### config.mk
export PLATFORM = sky130hd
export DESIGN_NAME = csr_access_ctrl
export DESIGN_NICKNAME = d
export VERILOG_FILES = /design/src/rtl/csr_access_ctrl.sv
export SDC_FILE = /design/constraint.sdc
export NUM_CORES = 1
export LEC_CHECK = 0
export ABC_AREA = 1
export ABC_CLOCK_PERIOD_IN_PS = 1500
export BUFFER_PORTS_ARGS = -buffer_cell sky130_fd_sc_hd__buf_4
export CELL_PAD_IN_SITES_DETAIL_PLACEMENT = 1
export CELL_PAD_IN_SITES_GLOBAL_PLACEMENT = 1
export CORE_ASPECT_RATIO = 1.4
export CORE_MARGIN = 2
export CORE_UTILIZATION = 37
export DETAILED_ROUTE_END_ITERATION = 10
export PLACE_DENSITY_LB_ADDON = 0.12
export RECOVER_POWER = 50
export SLEW_MARGIN = 25
export SYNTH_ARGS = -nofsm -noshare
export SYNTH_HDL_FRONTEND = slang
export SYNTH_SLANG_ARGS = --single-unit
export TNS_END_PERCENT = 100
### constraint.sdc
create_clock -name clk -period 1.5 [get_ports clk]
set_input_delay 0.075 -clock clk [delete_from_list [all_inputs] [get_ports clk]]
set_output_delay 0.075 -clock clk [all_outputs]
set_load 0.01 [all_outputs]
### src/rtl/csr_access_ctrl.sv
// csr_access_ctrl: sequences one Zicsr instruction into read/modify/write cycles on the CSR bus; optional CSR_RO_CHECK_EN rejects writes to read-only CSRs
module csr_access_ctrl #(
    parameter int DATA_WIDTH = 32,
    parameter int ADDR_WIDTH = 12
) (
    input  logic                  clk,
    input  logic                  rst,
    input  logic                  req_valid,
    output logic                  req_ready,
    input  logic [2:0]            req_funct3,
    input  logic [ADDR_WIDTH-1:0] req_addr,
    input  logic [DATA_WIDTH-1:0] req_rs1_data,
    input  logic [4:0]            req_zimm,
    input  logic                  req_rs1_nz,
    input  logic                  req_rd_nz,
    input  logic                  flush,
    output logic                  rsp_valid,
    output logic [DATA_WIDTH-1:0] rsp_rdata,
    output logic                  rsp_illegal,
    output logic                  csr_rd,
    output logic                  csr_wr,
    output logic [ADDR_WIDTH-1:0] csr_addr,
    output logic [DATA_WIDTH-1:0] csr_wdata,
    input  logic [DATA_WIDTH-1:0] csr_rdata
);
    typedef enum logic [1:0] {IDLE, READ, WRITE, RESP} state_t;
    state_t                state_q;
    logic [1:0]            op_q;
    logic [ADDR_WIDTH-1:0] addr_q;
    logic [DATA_WIDTH-1:0] src_q, wdata_q, rdata_q, old_val, new_val;
    logic                  rs1_nz_q, rd_nz_q, illegal_q, rd_en, wr_need, ro_hit;
`ifdef CSR_RO_CHECK_EN
    assign ro_hit = addr_q[ADDR_WIDTH-1 -: 2] == 2'b11;
`else
    assign ro_hit = 1'b0;
`endif
    // read skipped only for CSRRW/CSRRWI with rd=x0; write skipped for set/clear with rs1=x0
    always_comb begin
        rd_en   = !(op_q == 2'b01 && !rd_nz_q);
        old_val = rd_en ? csr_rdata : '0;
        new_val = op_q == 2'b01 ? src_q : op_q == 2'b10 ? (old_val | src_q) : (old_val & ~src_q);
        wr_need = op_q == 2'b01 || rs1_nz_q;
    end
    // strobes and response come from registered state; flush kills write and response in the same cycle
    assign req_ready   = state_q == IDLE && !flush;
    assign csr_rd      = state_q == READ && rd_en;
    assign csr_wr      = state_q == WRITE && !flush;
    assign rsp_valid   = state_q == RESP && !flush;
    assign rsp_illegal = rsp_valid && illegal_q;
    assign rsp_rdata   = rdata_q;
    assign csr_addr    = addr_q;
    assign csr_wdata   = wdata_q;
    // access sequencer: latch request, capture old value, issue write, respond
    always_ff @(posedge clk or negedge rst) begin
        if (!rst) begin
            state_q   <= IDLE;
            op_q      <= 2'b00;
            addr_q    <= '0;
            src_q     <= '0;
            wdata_q   <= '0;
            rdata_q   <= '0;
            rs1_nz_q  <= 1'b0;
            rd_nz_q   <= 1'b0;
            illegal_q <= 1'b0;
        end else begin
            case (state_q)
                IDLE: if (req_valid && req_ready) begin
                    op_q      <= req_funct3[1:0];
                    addr_q    <= req_addr;
                    src_q     <= req_funct3[2] ? {{(DATA_WIDTH-5){1'b0}}, req_zimm} : req_rs1_data;
                    rs1_nz_q  <= req_rs1_nz;
                    rd_nz_q   <= req_rd_nz;
                    illegal_q <= req_funct3[1:0] == 2'b00;
                    rdata_q   <= '0;
                    state_q   <= req_funct3[1:0] == 2'b00 ? RESP : READ;
                end
                READ: begin
                    wdata_q   <= new_val;
                    rdata_q   <= (wr_need && ro_hit) ? '0 : old_val;
                    illegal_q <= wr_need && ro_hit;
                    state_q   <= flush ? IDLE : (wr_need && !ro_hit) ? WRITE : RESP;
                end
                WRITE: state_q <= flush ? IDLE : RESP;
                default: state_q <= IDLE;
            endcase
        end
    end
endmodule

==> qor.csv <==
metric,value,unit
path_class,flop to flop,
power_density,2020,nW/µm²
vias,5420,
first_iter_violations,194,
final-max-slew-violation-count,0,
syn_avg_cell_area,8.15,µm²
grt_pass1_wl,30100,µm
core_area,14000,µm²
synth_warnings,0,
leakage,4.34,nW
slew_headroom,0.535,
drv_cap,0,
worst_slack,-0.0585,ns
clock-sinks,115,
gr-total-overflow,0,
rows,51,
vias_per_cell,4.88,
synth_nets,745,
fin_skew,0.00848,ns
grt_max_degree,70,
syn_to_final_growth,53.7,%
startpoint_type,flop,
crit_start,state_q[0],
routed_wl,19700,µm
yosysMostFrequentCell,nand2_1,
grt_util_all_layers,0.249,
cts.htree.levels,4,
drt_first_pass_iters,4,
initial_utilization,0.380,
post-route-period-util,1.04,
ys_types,21,
synth-main-ff-cell,dfrtp_1,
yosys-top-cells-count,"271 x nand2_1, 115 x dfrtp_1, 55 x inv_1, 46 x o21ai_1, 39 x nor2_1",
r2r_cells,6,
yosys-top-cells-area,"dfrtp_1 54%, nand2_1 19%, o21ai_1 4.3%, o21ai_2 3.9%, inv_1 3.9%",
synthCells,655,
worst_pin_slew,0.698,ns
ir_drop,0.915,mV
grt_pass1_vias,5930,
cts_root_buffer,clkbuf_16,
hold_ws,0.0300,ns
rrSetupSlack,-0.06,ns
arrival,1.85,ns
drive_gt1_frac,0.256,
dpl_worst_slack,0.112,ns
fmax,642,MHz
clock_path_buffers,2,
crit_end,src_q[0],
async_reset_ff_frac,1.00,
crit_required,1.79,ns
grt_setup_unrepaired,true,
diodes,0,
numPortBuffers,170,
antenna_found_initial,0,
synth-seq-cells,115,
synth_edf_count,0,
globalplace.congestion,0.748,
clk_pin_slew,0.05,ns
tns,-0.0585,ns
drcViolationCount,0,
die_h,146,µm
postRouteAntennaNets,0,
path_max_fanout,17,
r2r-start,state_q[0],
min_path_type,input port to flop,
synth_top_area_share,0.539,
ys_seq_area_frac,0.539,
setup_viol,1,
period_minus_slack,1.56,ns
cts_tree,done,
hold_viol_final,0,
avgRoutedWirePerCell,17.7,µm
synth_area_leader_cell,dfrtp_1,
r2r_end,src_q[0],
clk_latency,0.40,ns
final_net_count,1006,
outcome,"finished, violations left",
ioPinCount,171,
die_w,106,µm
cts_inserted_buffers,17,
die_area,15400,µm²
syn_area,5340,µm²
dpl.hpwl,11400,µm
final_util,0.585,
violations,negative setup slack,
end_kind,flop,
## cell type report
cell class,instances,area (µm²)
fillers,1661,5830
flip-flops and latches,115,2880
repair buffers,278,2310
multi-input cells,447,2020
clock buffers,23,488
well taps,185,231
inverters,57,216
clock inverters,6,55.1
## sequential cells by signal, indices dropped and copies added (netlist names)
register	count
src_q	32
csr_wdata	32
illegal_q	1
rd_nz_q	1
op_q	2
csr_addr	12
rs1_nz_q	1
rsp_rdata	32
state_q	2
## metrics by stage
step                      cells  instance area, µm²  total power, W
after floorplan             655                5340         0.00938
after global placement      992                6800          0.0121
after detailed placement    992                6800          0.0124
after CTS                  1103                8190          0.0166
after global routing       1111                8210          0.0177
final                      1111                8210          0.0166
## layer usage
layer  vias up  global-route usage  share of wire
met3        20              0.0460          0.033
met2       129               0.472           0.56
li1       2547                   -              -
met1      2724               0.275           0.39
met5         -                   0              0
met4         0              0.0829          0.015
## timing repair
item	CTS	global route
gates cloned	0	4
hold endpoints to repair	192	0
hold buffers	79	0
endpoints found under the setup margin	4	85
resized for setup	10	13
pin swaps	2	3
setup buffers	3	5
## worst min-delay path by stage
stage / from / cells past startpoint / slack [ns] / endpoint
final: req_zimm[2] / 3 / 0.03 / src_q[2]
after global routing: req_zimm[2] / 3 / 0.03 / src_q[2]
after CTS: req_zimm[2] / 3 / 0.02 / src_q[2]
after detailed placement: rst / 1 / 0.03 / csr_wdata[6]
after global placement: rst / 1 / 0.02 / csr_wdata[6]
after floorplan: rst / 0 / -0.22 / csr_addr[0]
## cell families (layout without fill, tap and decap cells)
family / after synthesis / in the layout / share of synthesized area
compound gates: 89 / 89 / 0.103
flops: 115 / 115 / 0.539
simple gates: 358 / 358 / 0.266
buf+inv: 93 / 364 / 0.0919
## critical path, stage by stage, from the launching register on
cell	delay, ns
dfrtp_2	0.45
buf_4	0.16
nor2_4	0.13
nand3_4	0.11
buf_12	0.17
clkbuf_16	0.19
o21ai_1	0.23
## power by group
group	switching, W	internal, W	leakage [nW]	total [W]
registers	0.00103	0.00456	1.46	0.00559
logic	0.00425	0.00300	2.61	0.00725
clock network	0.00135	0.00241	0.274	0.00375
total	0.00662	0.00997	4.34	0.0166
## layout by cell type (no fill, tap or decap)
cell type,instances
a21oi_2,3
dfrtp_2,1
nand2_2,2
inv_4,1
bufinv_16,1
nor2_4,2
dfrtp_1,114
inv_1,52
o21ai_2,24
clkbuf_8,4
buf_16,1
nor3_4,1
buf_8,2
nor3_2,1
buf_12,6
clkbuf_2,2
dlygate4sd3_1,79
nor2_2,1
or2_2,5
a21boi_0,1
clkinv_2,5
clkbuf_4,1
nand3_1,35
inv_2,4
nor2_1,37
buf_4,144
clkbuf_16,20
and2_1,1
buf_6,3
nand3_4,1
nand2_1,270
o21ai_1,46
o21ai_0,15
clkbuf_1,39
nand2_4,2
Power figures use the tool's default switching activity.
